### src/rtl/meteor_game_scheduler.sv
// meteor_game_scheduler: START/PLAY/OVER sequencing, LFSR respawn params, difficulty ramp and lives; HIGH_SCORE_EN adds high_score
module meteor_game_scheduler #(
  parameter int LIVES = 3,
  parameter int LEVEL_STEP = 16,
  parameter int MAX_LEVEL = 7,
  parameter int XSPD_LEVEL = 2,
  parameter int INVULN_FRAMES = 60,
  parameter logic [15:0] LFSR_SEED = 16'hACE1
) (
  input  logic        frame_clk,
  input  logic        Reset_n,
  input  logic        start_key,
  input  logic        player_hit,
  input  logic [23:0] score,
  output logic        start_screen,
  output logic        game_over,
  output logic [9:0]  set_position_x,
  output logic [4:0]  x_speed,
  output logic [4:0]  y_speed,
  output logic        sign,
  output logic [3:0]  level,
  output logic [2:0]  lives,
  output logic        invuln
`ifdef HIGH_SCORE_EN
  ,
  output logic [23:0] high_score
`endif
);
  typedef enum logic [1:0] {START, PLAY, OVER} state_t;
  localparam logic [2:0] LIVES_L = 3'(LIVES);
  localparam logic [3:0] MAX_L = 4'(MAX_LEVEL);
  localparam logic [3:0] XSPD_L = 4'(XSPD_LEVEL);
  localparam logic [23:0] STEP_L = 24'(LEVEL_STEP);
  localparam logic [15:0] INV_L = 16'(INVULN_FRAMES - 1);
  state_t state, state_n;
  logic key_q, key_rise, hit, lvl_up;
  logic [15:0] lfsr, lfsr_n, inv_cnt, inv_cnt_n;
  logic [23:0] next_thr, next_thr_n;
  logic [24:0] thr_sum;
  logic [3:0] level_n;
  logic [2:0] lives_n;
  logic invuln_n;
  logic [9:0] raw;
  always_comb begin
    key_rise = start_key & ~key_q;
    lfsr_n = (lfsr == 16'd0) ? LFSR_SEED : {lfsr[14:0], lfsr[15] ^ lfsr[13] ^ lfsr[12] ^ lfsr[10]};
    raw = (lfsr_n[9:0] >= 10'd596) ? lfsr_n[9:0] - 10'd512 : lfsr_n[9:0];
    hit = player_hit & ~invuln;
    lvl_up = (score >= next_thr) && (level < MAX_L);
    thr_sum = {1'b0, next_thr} + {1'b0, STEP_L};
    state_n = state;
    level_n = level;
    lives_n = lives;
    invuln_n = invuln;
    inv_cnt_n = inv_cnt;
    next_thr_n = next_thr;
    case (state)
      START: if (key_rise) begin
        state_n = PLAY;
        lives_n = LIVES_L;
        level_n = 4'd0;
        next_thr_n = STEP_L;
        invuln_n = 1'b0;
        inv_cnt_n = 16'd0;
      end
      PLAY: begin
        if (lvl_up) begin
          level_n = level + 4'd1;
          next_thr_n = thr_sum[24] ? 24'hFFFFFF : thr_sum[23:0];
        end
        if (hit) begin
          lives_n = lives - 3'd1;
          invuln_n = 1'b1;
          inv_cnt_n = INV_L;
          state_n = (lives == 3'd1) ? OVER : PLAY;
        end else if (invuln) begin
          invuln_n = inv_cnt != 16'd0;
          inv_cnt_n = (inv_cnt == 16'd0) ? 16'd0 : inv_cnt - 16'd1;
        end
      end
      OVER: state_n = key_rise ? START : OVER;
      default: state_n = START;
    endcase
  end
  always_ff @(posedge frame_clk or negedge Reset_n)
    if (!Reset_n) begin
      state <= START;
      start_screen <= 1'b1;
      game_over <= 1'b0;
      lfsr <= LFSR_SEED;
      level <= 4'd0;
      lives <= LIVES_L;
      invuln <= 1'b0;
      inv_cnt <= 16'd0;
      next_thr <= STEP_L;
      key_q <= 1'b1;
      set_position_x <= 10'd10;
      x_speed <= 5'd0;
      y_speed <= 5'd0;
      sign <= 1'b0;
`ifdef HIGH_SCORE_EN
      high_score <= 24'd0;
`endif
    end else begin
      state <= state_n;
      start_screen <= state_n == START;
      game_over <= state_n == OVER;
      lfsr <= lfsr_n;
      level <= level_n;
      lives <= lives_n;
      invuln <= invuln_n;
      inv_cnt <= inv_cnt_n;
      next_thr <= next_thr_n;
      key_q <= start_key;
      set_position_x <= raw + 10'd10;
      x_speed <= (level_n >= XSPD_L) ? {4'b0, lfsr_n[13]} : 5'd0;
      y_speed <= {1'b0, level_n};
      sign <= lfsr_n[14];
`ifdef HIGH_SCORE_EN
      if (state == PLAY && state_n == OVER && score > high_score) high_score <= score;
`endif
    end
endmodule
### config.mk
export PLATFORM = sky130hd
export DESIGN_NAME = meteor_game_scheduler
export DESIGN_NICKNAME = d
export VERILOG_FILES = /design/src/rtl/meteor_game_scheduler.sv
export SDC_FILE = /design/constraint.sdc
export NUM_CORES = 1
export LEC_CHECK = 0
export ABC_AREA = 1
export CORE_ASPECT_RATIO = 1.25
export CORE_MARGIN = 2
export CORE_UTILIZATION = 53
export DETAILED_ROUTE_END_ITERATION = 7
export PLACE_DENSITY = 0.79
export SLEW_MARGIN = 10
export SYNTH_ARGS = -nofsm -noshare
export SYNTH_HDL_FRONTEND = slang
export SYNTH_SLANG_ARGS = --single-unit
### constraint.sdc
create_clock -name frame_clk -period 3.4 [get_ports frame_clk]
set_clock_uncertainty 0.05 [all_clocks]
set_input_delay 1.02 -clock frame_clk [delete_from_list [all_inputs] [get_ports frame_clk]]
set_output_delay 1.02 -clock frame_clk [all_outputs]
set_load 0.02 [all_outputs]
==> impl_metrics.yaml, run 1 <==
floorplan:
  dieArea_um2: 9250
  chipHeight_um: 107
  rows: 37
  io_pins: 59
  start_util_pct: 54.6
  die_width_um: 86.4
  fp.coreArea_um2: 8240
critical_path:
  timing.critical_path.slowest_cell_delay_ns: 0.41
  timing.critical_path.to_type: "register"
  timing.critical_path.cells: "clkdlybuf4s50_1 -> ha_1 -> nand2_1 -> nor2_1 -> nand2_1 -> nand2_1 -> nor2_1 -> nand2_1 -> nand2_1 -> nand2_1 -> nand2_1 -> buf_4 -> inv_2 -> nand2_1 -> nand2_1 -> inv_1 -> a21oi_1"
  critical_path_class: "input pin to register"
  cpMaxStageDelayCell: "sky130_fd_sc_hd__clkdlybuf4s50_1"
  r2r_start: "next_thr[7]"
  timing.reg2reg.worst_path_depth: 17
  crit_path_frequent_cell: "sky130_fd_sc_hd__nand2_1"
  worst_setup_path_start_kind: "input pin"
  worst-endpoint-required_ns: 3.64
  cp-startpoint: "score[7]"
  path_max_fanout: 12
  reg2reg_setup_slack_ns: 0.99
  timing.critical_path.arrival_ns: 3.18
global_routing:
  grt_use_total_pct: 23.2
  globalRouteOverflowTotal: 0
  grt_first_pass_wirelength_mm: 17.2
  pin_count_of_the_biggest_net_entering_global_routing: 78
  initial_antenna_violation_count: 0
  number_of_global_route_vias_before_repair: 3869
sta:
  rsz0062_at_grt: "no"
  clock_period_minus_final_worst_setup_slack_ns: 2.93
  setup_viol_count_final: 0
  slew_limit_fails: 0
  max_freq_mhz: 341
  max_slew_margin_pct: 37.5
  post-route-period-util_pct: 86.3
  timing.final.ws_setup_ns: 0.465
  totalNegativeSetupSlack_ns: 0
  tightest_slew_ns: 0.937
  final_hold_violation_count: 0
  worst_hold_slack_ns: 0.329
placement:
  detailedPlacementHpwl_mm: 7.41
  post-place-ws_ns: 0.0982
  place.port_buffers: 53
  gp_routability_congestion: 0.923
clocking:
  tritoncts.num_buffers: 9
  clock_sinks: 77
  path_clk_slew_ns: 0.09
  insertion_delay_ns: 0.36
  cts_buffer_depth: 2
  cts-resized-gates: 0
  cts.repair_timing.setup_buffer_count: 0
  htree_levels: 3
  cts_tree: "done"
  holdBufCountCts: 0
  cts-root-buf: "sky130_fd_sc_hd__clkbuf_8"
power:
  leakage_uw: 0.00253
  power_per_cell_area_nw_per_um2: 705
  ir_worst_vdd_v: 0.000294
layout:
  layout-area-overhead-vs-synth_pct: 18.2
  sequential_cell_area_um2: 1950
  final_util_pct: 64.5
  final_layout_size_suffix_gt1_share_pct: 10.4
  layout.nets: 654
  multiInputGateArea_um2: 2140
  antenna-diode-count: 0
  filler_cell_count: 684
synthesis:
  postSynth.topFlopCell: "sky130_fd_sc_hd__dfrtp_1"
  post_synth_inst_count: 541
  synth_cell_type_count: 45
  mappedNetlistArea_um2: 4500
  synth_sequential_area_ratio_pct: 43.2
  synth_seq_cells: 77
  synth-warning-count: 0
  asyncSetResetFlopFracSynth_pct: 100
  syn-mean-instance-area_um2: 8.32
  netlist.top_cell.by_area: "sky130_fd_sc_hd__dfrtp_1"
  netlist.area_leader.share_pct: 34.5
  netlist_top_cells_area: "sky130_fd_sc_hd__dfrtp_1, sky130_fd_sc_hd__ha_1, sky130_fd_sc_hd__dfstp_2"
  synth_enable_flop_cells: 0
drt:
  detail_route.wl_per_cell_um: 14.1
  final_routed_wirelength_across_all_metal_layers_mm: 9.84
  tritonroute_pass_1_iters: 4
  routed_via_density: 5.44
  num_vias: 3783
  detailedRoute.firstIterationViolations: 164
  antenna_violating_nets_post_route: 0
  drc_errors: 0
worst_hold_path:
  hold_path.class: "register to register"
  number_of_stages_on_the_worst_hold_path: 0
  timing.hold.worst.start: "lfsr[8]"
run_status:
  outcome: "completed"
job:
  max-cap-violations: 0
-- logic make-up (layout without fill, tap and decap cells) --
group	after synthesis	in the layout	synth area share, %
and+or+nand+nor	228	228	23.6
buffers and inverters	103	157	9.57
AOI/OAI and AO/OA	79	79	10.6
DFF	77	77	43.2
adders and majority gates	32	32	8.90
xor gates and xnor gates	21	21	4.09
other	1	5	0.0833
-- final cells by class --
type,instances,area share (%)
multi-input combinational,365,40.2
sequential,77,36.6
timing repair buffer,58,10.6
inverter,83,5.95
clock buffer,9,2.33
tap,97,2.28
clock inverter,7,2.00
-- per-stage QoR --
step	power (uW)	instance area [um^2]	instances
6_report	3750	5320	696
2_1_floorplan	2450	4510	545
5_1_grt	4050	5320	696
3_5_place_dp	2950	5090	680
3_3_place_gp	2890	5090	680
4_1_cts	3760	5320	696
-- synth_stat cells, types with 5 or more instances --
| cell | count |
|---|---|
| sky130_fd_sc_hd__a21oi_1 | 20 |
| sky130_fd_sc_hd__buf_4 | 9 |
| sky130_fd_sc_hd__clkbuf_1 | 7 |
| sky130_fd_sc_hd__dfrtp_1 | 62 |
| sky130_fd_sc_hd__dfstp_2 | 15 |
| sky130_fd_sc_hd__ha_1 | 32 |
| sky130_fd_sc_hd__inv_1 | 78 |
| sky130_fd_sc_hd__nand2_1 | 97 |
| sky130_fd_sc_hd__nand3_1 | 24 |
| sky130_fd_sc_hd__nand4_1 | 10 |
| sky130_fd_sc_hd__nor2_1 | 57 |
| sky130_fd_sc_hd__nor2_4 | 5 |
| sky130_fd_sc_hd__nor3_1 | 13 |
| sky130_fd_sc_hd__nor4_1 | 7 |
| sky130_fd_sc_hd__o21ai_0 | 26 |
| sky130_fd_sc_hd__o21ai_1 | 7 |
| sky130_fd_sc_hd__o221ai_1 | 6 |
| sky130_fd_sc_hd__xnor2_1 | 6 |
| sky130_fd_sc_hd__xor2_1 | 15 |
-- critical path, delay by kind of cell --
kind	cells	cell delay, ns
fa+ha+maj	1	0.30
simple gates	11	0.88
compound gates	1	0.11
buf+inv	4	0.84
-- sequential cells by signal, indices dropped and copies added (netlist names) --
signal,cells
game_over,1
inv_cnt,16
invuln,1
key_q,1
lfsr,16
lives,3
next_thr,21
set_position_x,10
start_screen,1
state,2
x_speed,1
y_speed,4
-- power breakdown --
group	switching (uW)	leakage, uW	internal [uW]
logic	990	0.00147	599
clock network	378	0.000116	426
registers	218	0.000948	1140
total	1590	0.00253	2160
-- metal layers --
layer	wire [um]	GRT usage [%]
met1	4080	28.3
met2	5120	39.3
met3	333	4.46
met4	297	10.6
met5	0	0
-- path summary, 6_finish.rpt --
path                                          end
worst max-delay path                   x_speed[0]
worst max register to register         x_speed[0]
min in group asynchronous               game_over
worst min register to register            lfsr[9]
worst min-delay path                      lfsr[9]
max in group asynchronous       set_position_x[0]
-- cells in the final DEF (no fill, tap or decap), drive strengths merged, types with 2 or more instances in the layout --
master,Yosys,routed
inv,82,85
a21o,2,2
dfrtp,62,62
nand3,27,27
dfstp,15,15
a21oi,21,21
xnor2,6,6
a211oi,2,2
o221ai,6,6
buf,13,6
nor3,14,14
nor4,8,8
nand2,100,100
bufinv,0,2
clkinv,1,3
o31ai,3,3
o21ai,33,33
conb,1,5
o211ai,5,5
ha,32,32
xor2,15,15
clkdlybuf4s50,0,52
a31oi,3,3
nor2,65,65
clkbuf,7,9
nand4,11,11
Power figures use the tool's default switching activity.
==> run 2: changes to the inputs <==
Settings changed: SLEW_MARGIN 10 to 20.
Clock period 3.4 ns to 3.5 ns, I/O delays scaled along.
==> run 2 against run 1 <==
Routed wire length is 0.28% lower. Global-route usage is 0.34 points lower. Final area is 0.16% lower. Critical path depth stayed put. Final cell count is 0.14% higher. Core utilization is 0.11 points lower. Register-to-register slack better by 0.03 ns. Die area stayed put. Non-clock buffer count is 1 higher. Critical path type unchanged. Critical endpoint unchanged. Largest cell class unchanged.
==> impl_metrics.yaml, run 2 (synthesis results as in run 1) <==
run_status:
  outcome: "completed"
drt:
  num_vias: 3764
  routed_via_density: 5.40
  detail_route.wl_per_cell_um: 14.1
  antenna_violating_nets_post_route: 0
  drc_errors: 0
  final_routed_wirelength_across_all_metal_layers_mm: 9.81
  detailedRoute.firstIterationViolations: 180
  tritonroute_pass_1_iters: 4
clocking:
  cts-root-buf: "sky130_fd_sc_hd__clkbuf_8"
  cts_tree: "done"
  path_clk_slew_ns: 0.09
  cts_buffer_depth: 2
  cts.repair_timing.setup_buffer_count: 0
  holdBufCountCts: 0
  cts-resized-gates: 0
  insertion_delay_ns: 0.35
  clock_sinks: 77
  htree_levels: 3
  tritoncts.num_buffers: 9
placement:
  gp_routability_congestion: 0.908
  place.port_buffers: 53
  detailedPlacementHpwl_mm: 7.44
  place_inst: 681
critical_path:
  critical_path_class: "input pin to register"
  cpMaxStageDelayCell: "sky130_fd_sc_hd__clkdlybuf4s50_1"
  worst-endpoint-required_ns: 3.73
  timing.critical_path.cells: "clkdlybuf4s50_1 -> ha_1 -> nand2_1 -> nor2_1 -> nand2_1 -> nand2_1 -> nor2_1 -> nand2_1 -> nand2_1 -> nand2_1 -> nand2_1 -> buf_4 -> inv_2 -> nand2_1 -> nand2_1 -> inv_1 -> a21oi_1"
  critical_path_buf_inv_count: 4
  crit_path_frequent_cell: "sky130_fd_sc_hd__nand2_1"
  timing.critical_path.slowest_cell_delay_ns: 0.42
  timing.critical_path.arrival_ns: 3.26
  timing.reg2reg.worst_path_depth: 15
  timing.critical_path.to_type: "register"
  worst_setup_path_start_kind: "input pin"
  cell_family_contributing_the_most_delay_on_the_critical_path: "simple AND/OR/NAND/NOR gates"
  critical_path_depth: 17
  path_max_fanout: 12
layout:
  final_layout_size_suffix_gt1_share_pct: 10.5
  sequential_cell_area_um2: 1950
  commonest_non_fill_non_tap_cell_in_the_layout: "sky130_fd_sc_hd__nand2_1"
  multiInputGateArea_um2: 2140
  layout.nets: 655
  mostFrequentLayoutCells: "sky130_fd_sc_hd__nand2_1, sky130_fd_sc_hd__inv_1, sky130_fd_sc_hd__dfrtp_1"
  regMostFlops: "next_thr"
  reg.largest.list: "next_thr: 21 flops, inv_cnt: 16 flops, lfsr: 16 flops"
  largest_register_ffs: 21
  antenna-diode-count: 0
  instances_no_fill: 697
  layout-area-overhead-vs-synth_pct: 18.0
  final_util_pct: 64.4
  filler_cell_count: 714
sta:
  tightest_slew_ns: 0.952
  setup_viol_count_final: 0
  final_hold_violation_count: 0
  max_slew_margin_pct: 36.5
  totalNegativeSetupSlack_ns: 0
  rsz0062_at_grt: "no"
  post-route-period-util_pct: 86.5
  slew_limit_fails: 0
  max_freq_mhz: 330
  clock_period_minus_final_worst_setup_slack_ns: 3.03
  worst_hold_slack_ns: 0.338
power:
  power.share.switching_pct: 43.2
  switching_power_uw: 1560
  cellInternalPower_uw: 2050
  leakage_uw: 0.00253
  power_per_cell_area_nw_per_um2: 680
  comb_power_share_pct: 43.2
  clock_power_share_pct: 20.2
  post-layout-total-power_uw: 3610
  power_frac_seq_pct: 36.6
  ir_worst_vdd_v: 0.000265
floorplan:
  chipHeight_um: 107
  io_pins: 59
  rows: 37
  fp.coreArea_um2: 8240
  start_util_pct: 54.6
  dieArea_um2: 9250
  die_width_um: 86.4
global_routing:
  grt_use_total_pct: 22.9
  number_of_global_route_vias_before_repair: 3789
  globalRouteOverflowTotal: 0
  grt_first_pass_wirelength_mm: 16.8
  initial_antenna_violation_count: 0
  pin_count_of_the_biggest_net_entering_global_routing: 78
worst_hold_path:
  number_of_stages_on_the_worst_hold_path: 0
  hold_path.class: "register to register"
job:
  max-cap-violations: 0
run 2: worst reg2reg max path: stages, from the launching register on:
cell                      delay (ns)
sky130_fd_sc_hd__dfrtp_1        0.43
sky130_fd_sc_hd__inv_1          0.13
sky130_fd_sc_hd__ha_1           0.31
sky130_fd_sc_hd__nand2_1        0.07
sky130_fd_sc_hd__nor2_1         0.15
sky130_fd_sc_hd__nand4_1        0.13
sky130_fd_sc_hd__nor2_1         0.10
sky130_fd_sc_hd__nand2_1        0.06
sky130_fd_sc_hd__nand2_1        0.12
sky130_fd_sc_hd__nand2_1        0.12
sky130_fd_sc_hd__buf_4          0.18
sky130_fd_sc_hd__inv_2          0.18
sky130_fd_sc_hd__nand2_1        0.08
sky130_fd_sc_hd__nand2_1        0.11
sky130_fd_sc_hd__inv_1          0.05
sky130_fd_sc_hd__a21oi_1        0.13
run 2: power by group through the flow:
stage,combinational (uW),sequential [uW],clock [uW]
detailed placement,1550,1330,0
floorplan,1030,1350,0
finish,1560,1320,728
CTS,1560,1320,740
global placement,1490,1320,0
global route,1760,1350,778
run 2: layout make-up:
class                      count  area share [%]
inverter                      83            5.96
clock buffer                   9            2.33
timing repair buffer          59            10.8
sequential                    77            36.6
tap                           97            2.29
multi-input combinational    365            40.3
clock inverter                 7            1.70
run 2: per-layer routing:
metal | global-route usage [%] | vias up | wire (um)
li1 | - | 1862 | -
met1 | 27.4 | 1801 | 3990
met2 | 39.8 | 76 | 5160
met3 | 3.93 | 25 | 340
met4 | 9.93 | 0 | 318
met5 | 0 | - | 0
run 2: final timing paths:
kind	start	endpoint	slack, ns
worst max register to register	next_thr[15]	x_speed[0]	1.02
max in group asynchronous	Reset_n	inv_cnt[8]	2.01
worst min register to register	lfsr[8]	lfsr[9]	0.34
worst min-delay path	lfsr[8]	lfsr[9]	0.34
worst max-delay path	score[7]	x_speed[0]	0.47
min in group asynchronous	Reset_n	game_over	0.79
run 2: metrics by stage:
stage / cell area [um^2] / setup slack, ns
after floorplan: 4510 / 0.864
after global placement: 5090 / 0.208
after detailed placement: 5090 / 0.134
after CTS: 5310 / 0.503
after global routing: 5310 / 0.323
final: 5310 / 0.473
==> run 3: changes to the inputs <==
Settings changed: CELL_PAD_IN_SITES_DETAIL_PLACEMENT set to 1, CELL_PAD_IN_SITES_GLOBAL_PLACEMENT set to 2, CORE_UTILIZATION 53 to 36, PLACE_DENSITY 0.79 to 0.88.
==> run 3 against run 2 <==
Worst setup slack better by 0.0049 ns. Combinational power is 3% higher. Power is 7.3% higher. Critical endpoint is now next_thr[13]. Largest power group unchanged.
==> impl_metrics.yaml, run 3 (synthesis results as in run 1) <==
placement:
  detailedPlacementHpwl_mm: 8.90
  detailed_place.area_um2: 5180
  place_inst: 748
  place.port_buffers: 53
  gp_routability_congestion: 0.818
clocking:
  tritoncts.num_buffers: 9
  cts_buffer_depth: 2
  path_clk_slew_ns: 0.06
  htree_levels: 3
  cts-resized-gates: 0
  holdBufCountCts: 0
  insertion_delay_ns: 0.33
  cts-root-buf: "sky130_fd_sc_hd__clkbuf_16"
  cts.repair_timing.setup_buffer_count: 0
  clock_sinks: 77
  cts_tree: "done"
floorplan:
  start_util_pct: 37.0
  die_width_um: 104
  dieArea_um2: 13400
  io_pins: 59
  chipHeight_um: 129
  fp.coreArea_um2: 12200
  rows: 45
critical_path:
  timing.critical_path.cells: "clkdlybuf4s50_1 -> ha_1 -> nand2_1 -> nor2_1 -> nand2_1 -> nand2_1 -> nor2_1 -> nand2_1 -> nand2_1 -> nand2_1 -> nand2_1 -> nand2_1 -> buf_4 -> o211ai_1 -> o21ai_1"
  timing.critical_path.slowest_cell_delay_ns: 0.43
  critical_path_class: "input pin to register"
  timing.critical_path.to_type: "register"
  worst_setup_path_start_kind: "input pin"
  reg2reg_setup_slack_ns: 1.05
  worst-endpoint-required_ns: 3.71
  cpMaxStageDelayCell: "sky130_fd_sc_hd__clkdlybuf4s50_1"
  timing.critical_path.arrival_ns: 3.23
  r2r_start: "next_thr[7]"
  reg2reg_to: "next_thr[13]"
  path_max_fanout: 12
  crit_path_frequent_cell: "sky130_fd_sc_hd__nand2_1"
  timing.reg2reg.worst_path_depth: 15
sta:
  max_freq_mhz: 331
  rsz0062_at_grt: "no"
  final_hold_violation_count: 0
  setup_viol_count_final: 0
  tightest_slew_ns: 0.985
  totalNegativeSetupSlack_ns: 0
  clock_period_minus_final_worst_setup_slack_ns: 3.02
  slew_limit_fails: 0
  post-route-period-util_pct: 86.4
  max_slew_margin_pct: 34.3
global_routing:
  globalRouteOverflowTotal: 0
  number_of_global_route_vias_before_repair: 4077
  pin_count_of_the_biggest_net_entering_global_routing: 78
  grt_first_pass_wirelength_mm: 19.8
  initial_antenna_violation_count: 0
  grt_use_total_pct: 18.5
layout:
  final_layout_size_suffix_gt1_share_pct: 10.5
  antenna-diode-count: 0
  layout.nets: 655
  post-route-cell-area_um2: 5480
  instances_no_fill: 764
  final_util_pct: 45.1
  commonest_non_fill_non_tap_cell_in_the_layout: "sky130_fd_sc_hd__nand2_1"
  multiInputGateArea_um2: 2140
  layout-area-overhead-vs-synth_pct: 21.8
  sequential_cell_area_um2: 1950
  mostFrequentLayoutCells: "sky130_fd_sc_hd__nand2_1, sky130_fd_sc_hd__inv_1, sky130_fd_sc_hd__dfrtp_1"
  largest_register_ffs: 21
  regMostFlops: "next_thr"
  filler_cell_count: 1495
  reg.largest.list: "next_thr: 21 flops, inv_cnt: 16 flops, lfsr: 16 flops"
drt:
  drc_errors: 0
  detailedRoute.firstIterationViolations: 127
  num_vias: 3827
  final_routed_wirelength_across_all_metal_layers_mm: 11.5
  antenna_violating_nets_post_route: 0
  tritonroute_pass_1_iters: 4
  routed_via_density: 5.01
  detail_route.wl_per_cell_um: 15.1
worst_hold_path:
  number_of_stages_on_the_worst_hold_path: 0
  hold_path.class: "register to register"
  timing.hold.worst.start: "lfsr[8]"
  hold_end: "lfsr[9]"
run_status:
  outcome: "completed"
power:
  leakage_uw: 0.00257
  power_per_cell_area_nw_per_um2: 707
  ir_worst_vdd_v: 0.000342
job:
  max-cap-violations: 0
## run 3: cell count changes in the layout (fill, tap and decap cells not counted)
cell	change
sky130_fd_sc_hd__inv_8	-3
sky130_fd_sc_hd__clkbuf_16	+9
sky130_fd_sc_hd__clkbuf_8	-8
sky130_fd_sc_hd__clkinvlp_4	+1
sky130_fd_sc_hd__clkinv_2	+3
sky130_fd_sc_hd__clkinv_4	-2
## run 3: per-stage QoR
stage	setup slack (ns)	hold slack, ns	power, uW
after floorplan	0.864	0.374	2380
after global routing	0.201	0.354	4180
after global placement	0.179	0.314	2880
final	0.478	0.341	3870
after CTS	0.453	0.346	3920
after detailed placement	0.120	0.324	2950
## run 3: report_power, final
group,internal [uW],switching (uW)
clock,570,373
sequential,1110,220
combinational,594,1010
total,2270,1600
## run 3: critical path: cells and delay by family
kind	cells	cell delay (ns)
simple gates	10	0.98
buf+inv	2	0.69
fa+ha+maj	1	0.31
compound gates	2	0.20
## run 3: worst max-delay path by stage
stage	cells after the start	endpoint	slack, ns	start
detailed placement	15	next_thr[13]	0.12	score[5]
global route	17	x_speed[0]	0.20	score[7]
finish	15	next_thr[13]	0.48	score[5]
global placement	17	x_speed[0]	0.18	score[7]
CTS	17	x_speed[0]	0.45	score[5]
floorplan	11	next_thr[19]	0.86	score[15]
## run 3: layer usage
metal  vias up  share of wire, %  wire (um)  GRT usage (%)
li1       1860                 -          -              -
met1      1908                42       4890           21.7
met2        44                53       6160           34.6
met3        15               2.5        290           2.84
met4         0               1.7        199           5.88
met5         -                 0          0              0
## run 3: cell type report
type / instances / share of cell area (%)
sequential: 77 / 35.5
inverter: 83 / 5.78
clock buffer: 10 / 4.36
multi-input combinational: 365 / 39.0
clock inverter: 6 / 1.12
timing repair buffer: 59 / 10.5
tap: 164 / 3.75
